File: config.mk
export PLATFORM = sky130hd
export DESIGN_NAME = mem_port_arbiter_flat
export DESIGN_NICKNAME = d
export VERILOG_FILES = /design/src/rtl/mem_port_arbiter_if.sv /design/src/rtl/mem_port_arbiter.sv /design/src/flat_wrapper.sv
export SDC_FILE = /design/constraint.sdc
export NUM_CORES = 1
export LEC_CHECK = 0
export CORE_ASPECT_RATIO = 1.1
export CORE_MARGIN = 5
export CORE_UTILIZATION = 45
export DETAILED_ROUTE_END_ITERATION = 10
export DONT_BUFFER_PORTS = 1
export GPL_ROUTABILITY_DRIVEN = 0
export PLACE_DENSITY = 0.67
export SETUP_SLACK_MARGIN = 0.05
export SYNTH_ARGS = -nofsm -noshare
export SYNTH_HDL_FRONTEND = slang
export SYNTH_SLANG_ARGS = --single-unit
File: constraint.sdc
create_clock -name clk -period 2.6 [get_ports clk]
set_input_delay 0.13 -clock clk [delete_from_list [all_inputs] [get_ports clk]]
set_output_delay 0.13 -clock clk [all_outputs]
set_load 0.05 [all_outputs]
File: src/rtl/mem_port_arbiter_if.sv
`default_nettype none
// ============================================================================
// Module   : mem_port_arbiter_if
// Purpose  : Bundles the fetch-side, data-side and memory-side handshake
//            signals of the unified-memory port arbiter.
// Modports : master - arbiter view. It drives the memory request bus and
//                     returns data, valid pulses and stalls to the pipeline.
//            slave  - environment view (IF stage, MEM stage, memory macro).
// Signals  : if_req/if_addr/if_flush -> if_rdata/if_valid/if_stall
//            d_req/d_we/d_addr/d_wdata -> d_rdata/d_valid/d_stall
//            mem_req/mem_we/mem_addr/mem_wdata <- mem_rdata/mem_ack
// Revision : 1.0 - initial release
// ============================================================================
interface mem_port_arbiter_if #(
  parameter int ADDR_W = 16,
  parameter int DATA_W = 16
);
  // fetch side
  logic              if_req;
  logic [ADDR_W-1:0] if_addr;
  logic              if_flush;
  logic [DATA_W-1:0] if_rdata;
  logic              if_valid;
  logic              if_stall;
  // data side
  logic              d_req;
  logic              d_we;
  logic [ADDR_W-1:0] d_addr;
  logic [DATA_W-1:0] d_wdata;
  logic [DATA_W-1:0] d_rdata;
  logic              d_valid;
  logic              d_stall;
  // memory side
  logic              mem_req;
  logic              mem_we;
  logic [ADDR_W-1:0] mem_addr;
  logic [DATA_W-1:0] mem_wdata;
  logic [DATA_W-1:0] mem_rdata;
  logic              mem_ack;

  modport master (
    input  if_req, if_addr, if_flush,
    output if_rdata, if_valid, if_stall,
    input  d_req, d_we, d_addr, d_wdata,
    output d_rdata, d_valid, d_stall,
    output mem_req, mem_we, mem_addr, mem_wdata,
    input  mem_rdata, mem_ack
  );

  modport slave (
    output if_req, if_addr, if_flush,
    input  if_rdata, if_valid, if_stall,
    output d_req, d_we, d_addr, d_wdata,
    input  d_rdata, d_valid, d_stall,
    input  mem_req, mem_we, mem_addr, mem_wdata,
    output mem_rdata, mem_ack
  );
endinterface
`default_nettype wire

File: src/rtl/mem_port_arbiter.sv
`default_nettype none
// ============================================================================
// Module   : mem_port_arbiter
// Purpose  : Shares one single-port unified memory between the IF-stage fetch
//            and the MEM-stage data access. Each transaction is sequenced with
//            a req/ack handshake to memory; read data is returned to the
//            winning requester with a one-cycle valid pulse, and the per-stage
//            stall signals are generated for the pipeline.
// Ports    : clk    - rising-edge clock
//            rst_n  - asynchronous active-low reset
//            bus    - mem_port_arbiter_if.master (fetch, data, memory buses)
// Params   : ADDR_W, DATA_W - address / data widths
//            MAX_D_BURST    - consecutive data grants before a waiting fetch
//                             is forced through (1..15, fairness build only)
// Options  : ARB_FAIRNESS_EN - when defined, enables the data-burst counter
//                              that periodically lets fetch win over data.
//                              Undefined: strict data priority.
// Revision : 1.0 - initial release
// ============================================================================
module mem_port_arbiter #(
  parameter int ADDR_W      = 16,
  parameter int DATA_W      = 16,
  parameter int MAX_D_BURST = 4
) (
  input wire                 clk,
  input wire                 rst_n,
  mem_port_arbiter_if.master bus
);

  if (MAX_D_BURST < 1 || MAX_D_BURST > 15) begin : g_max_d_burst_range
    $error("MAX_D_BURST must be within 1..15");
  end

  typedef enum logic [1:0] {
    IDLE   = 2'd0,
    F_BUSY = 2'd1,
    D_BUSY = 2'd2
  } state_t;

  state_t            r_state;
  logic              r_mem_req;
  logic              r_mem_we;
  logic [ADDR_W-1:0] r_mem_addr;
  logic [DATA_W-1:0] r_mem_wdata;
  logic [DATA_W-1:0] r_if_rdata;
  logic              r_if_valid;
  logic [DATA_W-1:0] r_d_rdata;
  logic              r_d_valid;
  logic              r_drop;

  logic              w_grant_open;
  logic              w_d_pending;
  logic              w_f_pending;
  logic              w_force_fetch;
  logic              w_grant_d;
  logic              w_grant_f;

  // A valid pulse means the requester still shows the request it just had
  // served; it only updates req in the following cycle. Granting during the
  // valid cycle would replay a stale request, so arbitration waits one cycle.
  assign w_grant_open = (r_state == IDLE) && !r_if_valid && !r_d_valid;
  assign w_d_pending  = bus.d_req;
  assign w_f_pending  = bus.if_req && !bus.if_flush;

  assign w_grant_d = w_grant_open && w_d_pending && !w_force_fetch;
  assign w_grant_f = w_grant_open && w_f_pending && (!w_d_pending || w_force_fetch);

`ifdef ARB_FAIRNESS_EN
  localparam logic [3:0] c_burst_limit = 4'(MAX_D_BURST);

  logic [3:0] r_burst_cnt;

  // Counts back-to-back data grants; saturates at the limit so a fetch that
  // shows up late still gets the next slot.
  always_ff @(posedge clk or negedge rst_n) begin
    if (!rst_n) begin
      r_burst_cnt <= 4'd0;
    end else if (w_grant_f) begin
      r_burst_cnt <= 4'd0;
    end else if (w_grant_d && (r_burst_cnt != c_burst_limit)) begin
      r_burst_cnt <= r_burst_cnt + 4'd1;
    end
  end

  assign w_force_fetch = w_f_pending && (r_burst_cnt == c_burst_limit);
`else
  assign w_force_fetch = 1'b0;
`endif

  // Main sequencer. The grant cycle only latches the request; mem_req rises
  // on the following cycle and an ack is honoured only while mem_req is high.
  always_ff @(posedge clk or negedge rst_n) begin
    if (!rst_n) begin
      r_state     <= IDLE;
      r_mem_req   <= 1'b0;
      r_mem_we    <= 1'b0;
      r_mem_addr  <= '0;
      r_mem_wdata <= '0;
      r_if_rdata  <= '0;
      r_if_valid  <= 1'b0;
      r_d_rdata   <= '0;
      r_d_valid   <= 1'b0;
      r_drop      <= 1'b0;
    end else begin
      r_if_valid <= 1'b0;
      r_d_valid  <= 1'b0;
      case (r_state)
        IDLE: begin
          r_drop <= 1'b0;
          if (w_grant_d) begin
            r_mem_we    <= bus.d_we;
            r_mem_addr  <= bus.d_addr;
            r_mem_wdata <= bus.d_wdata;
            r_state     <= D_BUSY;
          end else if (w_grant_f) begin
            r_mem_we   <= 1'b0;
            r_mem_addr <= bus.if_addr;
            r_state    <= F_BUSY;
          end
        end

        F_BUSY: begin
          if (bus.if_flush) begin
            r_drop <= 1'b1;
          end
          if (!r_mem_req) begin
            r_mem_req <= 1'b1;
          end else if (bus.mem_ack) begin
            r_mem_req <= 1'b0;
            r_drop    <= 1'b0;
            r_state   <= IDLE;
            // A flush seen earlier or in the ack cycle itself kills the result.
            if (!r_drop && !bus.if_flush) begin
              r_if_rdata <= bus.mem_rdata;
              r_if_valid <= 1'b1;
            end
          end
        end

        D_BUSY: begin
          if (!r_mem_req) begin
            r_mem_req <= 1'b1;
          end else if (bus.mem_ack) begin
            r_mem_req <= 1'b0;
            r_state   <= IDLE;
            r_d_valid <= 1'b1;
            if (!r_mem_we) begin
              r_d_rdata <= bus.mem_rdata;
            end
          end
        end

        default: begin
          r_mem_req <= 1'b0;
          r_state   <= IDLE;
        end
      endcase
    end
  end

  assign bus.mem_req   = r_mem_req;
  assign bus.mem_we    = r_mem_we;
  assign bus.mem_addr  = r_mem_addr;
  assign bus.mem_wdata = r_mem_wdata;
  assign bus.if_rdata  = r_if_rdata;
  assign bus.if_valid  = r_if_valid;
  assign bus.d_rdata   = r_d_rdata;
  assign bus.d_valid   = r_d_valid;

  // Stalls hold while a request is outstanding and release in the valid cycle.
  assign bus.if_stall = bus.if_req & ~r_if_valid;
  assign bus.d_stall  = bus.d_req & ~r_d_valid;

endmodule
`default_nettype wire

File: src/flat_wrapper.sv
// flat-port wrapper written by rule: the top's interface ports become plain ports
module mem_port_arbiter_flat 
#(
  parameter int ADDR_W      = 16,
  parameter int DATA_W      = 16,
  parameter int MAX_D_BURST = 4
)
  (clk, rst_n, bus_if_req, bus_if_addr, bus_if_flush, bus_if_rdata, bus_if_valid, bus_if_stall, bus_d_req, bus_d_we, bus_d_addr, bus_d_wdata, bus_d_rdata, bus_d_valid, bus_d_stall, bus_mem_req, bus_mem_we, bus_mem_addr, bus_mem_wdata, bus_mem_rdata, bus_mem_ack);
  mem_port_arbiter_if #(.ADDR_W(ADDR_W), .DATA_W(DATA_W)) bus_i ();
  input wire clk;
  input wire rst_n;
  input wire logic [$bits(bus_i.if_req)-1:0] bus_if_req;
  input wire logic [$bits(bus_i.if_addr)-1:0] bus_if_addr;
  input wire logic [$bits(bus_i.if_flush)-1:0] bus_if_flush;
  output wire logic [$bits(bus_i.if_rdata)-1:0] bus_if_rdata;
  output wire logic [$bits(bus_i.if_valid)-1:0] bus_if_valid;
  output wire logic [$bits(bus_i.if_stall)-1:0] bus_if_stall;
  input wire logic [$bits(bus_i.d_req)-1:0] bus_d_req;
  input wire logic [$bits(bus_i.d_we)-1:0] bus_d_we;
  input wire logic [$bits(bus_i.d_addr)-1:0] bus_d_addr;
  input wire logic [$bits(bus_i.d_wdata)-1:0] bus_d_wdata;
  output wire logic [$bits(bus_i.d_rdata)-1:0] bus_d_rdata;
  output wire logic [$bits(bus_i.d_valid)-1:0] bus_d_valid;
  output wire logic [$bits(bus_i.d_stall)-1:0] bus_d_stall;
  output wire logic [$bits(bus_i.mem_req)-1:0] bus_mem_req;
  output wire logic [$bits(bus_i.mem_we)-1:0] bus_mem_we;
  output wire logic [$bits(bus_i.mem_addr)-1:0] bus_mem_addr;
  output wire logic [$bits(bus_i.mem_wdata)-1:0] bus_mem_wdata;
  input wire logic [$bits(bus_i.mem_rdata)-1:0] bus_mem_rdata;
  input wire logic [$bits(bus_i.mem_ack)-1:0] bus_mem_ack;
  assign bus_i.if_req = bus_if_req;
  assign bus_i.if_addr = bus_if_addr;
  assign bus_i.if_flush = bus_if_flush;
  assign bus_if_rdata = bus_i.if_rdata;
  assign bus_if_valid = bus_i.if_valid;
  assign bus_if_stall = bus_i.if_stall;
  assign bus_i.d_req = bus_d_req;
  assign bus_i.d_we = bus_d_we;
  assign bus_i.d_addr = bus_d_addr;
  assign bus_i.d_wdata = bus_d_wdata;
  assign bus_d_rdata = bus_i.d_rdata;
  assign bus_d_valid = bus_i.d_valid;
  assign bus_d_stall = bus_i.d_stall;
  assign bus_mem_req = bus_i.mem_req;
  assign bus_mem_we = bus_i.mem_we;
  assign bus_mem_addr = bus_i.mem_addr;
  assign bus_mem_wdata = bus_i.mem_wdata;
  assign bus_i.mem_rdata = bus_mem_rdata;
  assign bus_i.mem_ack = bus_mem_ack;
  mem_port_arbiter #(.ADDR_W(ADDR_W), .DATA_W(DATA_W), .MAX_D_BURST(MAX_D_BURST)) u_core (.clk(clk), .rst_n(rst_n), .bus(bus_i));
endmodule
==> metrics.txt, run 1 <==
status=finished, final reports clean; sequential cell area=1777 um2; Congestion Overflow GR=0; Synth Area in Compound Gates=2.075%; Vias=1886; register bit count reported by yosys=71; Syn Inst Count=225; NumNets Final=345; Via density=5.268; Final setup violation count=0; Hold Crit Endpoint=u_core.r_state[0]; setup TNS=0 ps; layout cell share with drive strength beyond 1=33.70%; post-synthesis adder-cell area fraction=1.221%; H-tree level count=3; synth warn=0; final hold vios=0; Worst Hold Launch=bus_d_req; Skew-Pair Late Insertion Delay=340 ps; reg2reg start=u_core.r_state[0]; register area share after synthesis=57.77%; simple logic cell fraction of the synthesized area=8.869%; total track usage=15.68%; Ports=141; Clk pin slew, worst setup/hold paths=70 ps; clock buffer depth=2; Crit Path Class=flip-flop to flip-flop; Slew headroom=57.61%; worst slew pin tran=634.3 ps; arrival time worst endpoint=2270 ps; Iteration-0 DRC Markers=61; critical path, cell by cell=inv_1, ha_1, nor3b_1, o21a_1, buf_4, mux2_2; RSZ-0062 raised after global routing=false; Post-Synth XOR/XNOR Area=0%; multiplexer area fraction after synthesis=26.69%; vias in the first global route=2063; r2r setup slk=550 ps; Antenna Cells=0; Worst setup SP type=flip-flop; first drt pass iteration count=4; DR WL/cell=18.85 um; hpwl dp=4379 um; crit path from=u_core.r_state[0]; max-slew violation count=0; R2R cell count=6; initial antenna violation count=0; largest family of logic cells by synthesized area=multiplexers; Die Y=96.71 um; Max Fclk=487.5 MHz; die area=8589 um2; global-route wire length before repair=10410 um; reg-to-reg endpoint=u_core.bus.mem_addr[6]; period utilization=78.89%; final wirelength=6748 um; Final Critical Period=2051 ps; Net Count, Synth=299; Synth area leaders=dfrtp_1 58%, mux2_2 15%, mux2_4 12%, nand2_1 6.5%, buf_6 1.5%; Clock Skew=10.84 ps; clock sink total=71; port bufs=0; cell taking the most area after synthesis=dfrtp_1; Core Area=6633 um2; Mapped Avg Cell Area=13.67 um2; Num CTS Buffers=9; CTS resizes=0; post-synth top area share=57.77%; total of max-cap violations=0; worst-path maximum fanout=18; postcts setup bufs=0; Layout Cells excl Fill=358; final-layout fill cell count=537; Min-Delay Path Class=input pin to flip-flop; CP Capture Type=flip-flop; crit-path max cell delay=400 ps; hold path depth=2; die width=88.82 um; Buf/Inv on CP=2; required time of the critical path=2820 ps; CTS root buffer=clkbuf_8; initial core utilization=46.37%; Crit path max-delay family=flip-flops; row cnt=31; synth unique cells=25; largest net degree at the start of global routing=72; Mapped Area=3075 um2; CTS tree=built; area of the multi-input gates=1206 um2; CP max stage cell=dfrtp_1; DRT antenna net count=0; Remaining DRCs=0; dpl cells=306; Layout Area Growth over Synthesis=22.99%
==> worst register-to-register path: stages, from the launching register on <==
cell     delay, ps
dfrtp_1        400
inv_1          110
ha_1           300
nor3b_1        290
o21a_1         180
buf_4          290
mux2_2         380
==> layout by cell type, fill, tap and decap left out <==
master and count:
dfrtp_1 71, nand2_1 53, mux2_2 40, dlygate4sd3_1 35
mux2_4 24, clkbuf_8 9, buf_4 9, inv_1 4
nor2b_1 3, o21ai_0 3, ha_1 3, bufinv_16 3
nor2_1 2, clkinv_2 2, and3_1 1, nand4_2 1
nand4bb_2 1, nor3b_1 1, o21a_1 1, a21bo_2 1
o2111ai_1 1, o221ai_1 1, nor4bb_2 1, mux2i_1 1
a21oi_1 1, a22o_1 1, clkbuf_1 1, clkinv_4 1
buf_16 1
==> kinds of logic (layout without fill, tap and decap cells) <==
family	Yosys count	in the layout
flops	71	71
mux	65	65
simple gates	63	63
buf+inv	14	65
compound gates	9	9
fa+ha+maj	3	3
==> synth_stat cells <==
cell,instances
o221ai_1,1
nor3b_1,1
buf_12,1
nand2_1,53
o2111ai_1,1
nor2_1,2
dfrtp_1,71
a21bo_2,1
buf_2,4
clkbuf_1,1
mux2i_1,1
buf_6,4
a22o_1,1
mux2_2,40
nor4bb_1,1
a21oi_1,1
nor2b_1,3
o21a_1,1
nand4bb_1,1
mux2_4,24
nand4_2,1
and3_1,1
ha_1,3
o21ai_0,3
inv_1,4
==> metal layers <==
metal  share of wire (%)  vias up  wire length (um)  GRT usage [%]
met3                  14       11               968          8.496
met2                  47      102              3181          25.03
met5                   0        -                 0              0
met1                  37      924              2502          17.53
li1                    -      849                 -              -
met4                 1.4        0                95          5.349
==> per-stage QoR <==
stage          hold slack, ps  cell area (um2)  worst slack (ps)  utilization (%)
5_1_grt                 34.30             3782             362.3            57.03
3_5_place_dp           -163.8             3168             563.3            47.76
3_3_place_gp           -164.0             3168             631.7            47.76
2_1_floorplan          -165.6             3075             768.7                -
6_report                34.82             3782             548.8            57.03
4_1_cts                 11.31             3782             538.2            57.03
==> worst max path at each step <==
stage                     slack [ps]                      to  cells after the start
after floorplan                  770  u_core.bus.mem_addr[0]                      7
after global placement           630  u_core.bus.mem_addr[6]                      6
after detailed placement         560  u_core.bus.mem_addr[4]                      6
after CTS                        540  u_core.bus.mem_addr[7]                      6
after global routing             360  u_core.bus.mem_addr[6]                      6
final                            550  u_core.bus.mem_addr[6]                      6
==> cell type report <==
type | instances | share of cell area (%)
Sequential cell | 71 | 46.97
Multi-Input combinational cell | 140 | 31.89
Timing Repair Buffer | 45 | 11.78
Clock buffer | 10 | 3.374
Clock inverter | 6 | 2.878
Tap cell | 82 | 2.713
Inverter | 4 | 0.3970
==> what timing repair did <==
action                                 4_1_cts  5_1_grt
setup endpoints to repair                    0        0
hold buffers                                36        0
endpoints found under the hold margin      121        0
==> flip-flops by register name (all words and copies together), names as in the netlist <==
name                  flops
u_core.r_state            2
u_core.bus.mem_addr      16
u_core.bus.if_rdata      16
u_core.bus.mem_wdata     16
u_core.bus.if_valid       1
u_core.bus.mem_req        1
u_core.bus.d_valid        1
u_core.r_drop             1
u_core.bus.mem_we         1
u_core.bus.d_rdata       16
Power of run 1 is left out: the tool's default activity adds up to more than one toggle a clock period on the data nets, which glitch-free logic cannot reach.
==> inputs of run 2 (changes only) <==
==> constraint.sdc (replaced) <==
create_clock -name clk -period 2.1 [get_ports clk]
set_input_delay 0.105 -clock clk [delete_from_list [all_inputs] [get_ports clk]]
set_output_delay 0.105 -clock clk [all_outputs]
set_load 0.05 [all_outputs]
==> metrics.txt, run 2 (synthesis gave the netlist of run 1 again) <==
status=finished, final reports clean; CP max stage cell=dfrtp_1; die area=8589 um2 (unchanged); worst-path maximum fanout=18 (unchanged); port bufs=0 (unchanged); worst slew pin tran=617.0 ps (-17.38 ps); required time of the critical path=2320 ps (-500 ps); Clock Skew=8.390 ps (-2.448 ps); Max Fclk=536.1 MHz (+10%); Num CTS Buffers=9 (unchanged); max-slew violation count=0 (unchanged); arrival time worst endpoint=2080 ps (-190 ps); Worst setup SP type=flip-flop; commonest non-fill, non-tap cell in the layout=dfrtp_1; period utilization=88.82% (+9.9 points); sequential cell area=1777 um2 (unchanged); die width=88.82 um (unchanged); final worst setup slack=234.8 ps (-314.0 ps); Post-DP Area=3201 um2 (+1.0%); largest net degree at the start of global routing=72 (unchanged); DR WL/cell=18.71 um (-0.75%); Clk pin slew, worst setup/hold paths=80 ps (about the same); Placement Setup Slack=108.6 ps (-454.8 ps); Congestion Overflow GR=0 (unchanged); initial antenna violation count=0 (unchanged); final-layout fill cell count=526 (-2.0%); dpl cells=307 (+0.33%); commonest non-fill, non-tap cells in the layout=71 x dfrtp_1, 53 x nand2_1, 40 x mux2_2; fin area=3827 um2 (+1.2%); total track usage=15.89% (+0.22 points); Core Area=6633 um2 (unchanged); Iteration-0 DRC Markers=42 (-31%); Slew headroom=58.77% (+1.2 points); Crit Path Class=flip-flop to flip-flop; CTS tree=built; Vias=1896 (+0.53%); Layout Cells excl Fill=360 (+0.56%); Layout Area Growth over Synthesis=24.45%; crit-path max cell delay=400 ps (about the same); first drt pass iteration count=4 (unchanged); CTS root buffer=clkbuf_8; NumNets Final=347 (+0.58%); vias in the first global route=2114 (+2.5%); Skew-Pair Late Insertion Delay=340 ps (about the same); layout cell share with drive strength beyond 1=34.89% (+1.2 points); clock sink total=71 (unchanged); hpwl dp=4492 um (+2.6%); DRT antenna net count=0 (unchanged); final hold vios=0 (unchanged); final wirelength=6735 um (-0.19%); setup TNS=0 ps (unchanged); postcts setup bufs=0 (unchanged); CP Capture Type=flip-flop; RSZ-0062 raised after global routing=false; Final setup violation count=0 (unchanged); clock buffer depth=2 (unchanged); Remaining DRCs=0 (unchanged); total of max-cap violations=0 (unchanged); Antenna Cells=0 (unchanged); initial core utilization=46.37% (unchanged); area of the multi-input gates=1214 um2 (+0.62%); row cnt=31 (unchanged); H-tree level count=3 (unchanged); Final Critical Period=1865 ps (-186.0 ps); Die Y=96.71 um (unchanged); Via density=5.267 (about the same); global-route wire length before repair=10630 um (+2.1%); Min-Delay Path Class=input pin to flip-flop; Ports=141 (unchanged); critical path, cell by cell=inv_1, ha_2, nor3b_2, o21a_1, buf_12, mux2_2
[run 2: area by class of cell]
class                           count  share of cell area, %
Inverter                            4                 0.3923
Tap cell                           82                  2.681
Multi-Input combinational cell    140                  31.71
Timing Repair Buffer               47                  12.75
Clock buffer                       11                  3.956
Sequential cell                    71                  46.42
Clock inverter                      5                  2.092
[run 2: worst paths after layout]
check,startpoint,to,slack [ps],cells after the start
setup reg to reg,u_core.r_state[0],u_core.bus.mem_addr[4],230,6
setup / recovery,u_core.r_state[0],u_core.bus.mem_addr[4],230,6
max in group asynchronous,rst_n,u_core.bus.mem_addr[10],1480,2
hold reg to reg,u_core.r_drop,u_core.r_drop,510,1
min in group asynchronous,rst_n,u_core.bus.mem_wdata[3],300,2
hold / removal,bus_if_addr[3],u_core.bus.mem_addr[3],40,2
[run 2: metal layers]
layer	GRT usage, %	vias to the layer above	part of all wire [%]
met1	17.67	930	37
met2	25.94	102	49
li1	-	855	-
met3	6.797	9	13
met4	6.977	0	1.3
met5	0	-	0
[run 2: critical path, delay by kind of cell (launching register included)]
kind / cells / cell delay (ps)
AOI/OAI and AO/OA: 1 / 220
DFF: 1 / 400
muxes: 1 / 350
and+or+nand+nor: 1 / 220
buffers and inverters: 2 / 300
adders and majority gates: 1 / 260
[run 2: per-stage QoR]
stage	hold WS (ps)	utilization, %
after detailed placement	-188.7	48.25
after floorplan	-190.6	-
after global routing	15.93	57.71
after CTS	19.48	57.59
final	39.53	57.71
after global placement	-188.9	48.25
[run 2: what timing repair did]
item	CTS	global route
setup endpoints to repair	0	16
endpoints found under the hold margin	122	0
hold buffers	37	0
resized for setup	0	2
Power of run 2 is left out for the same reason.
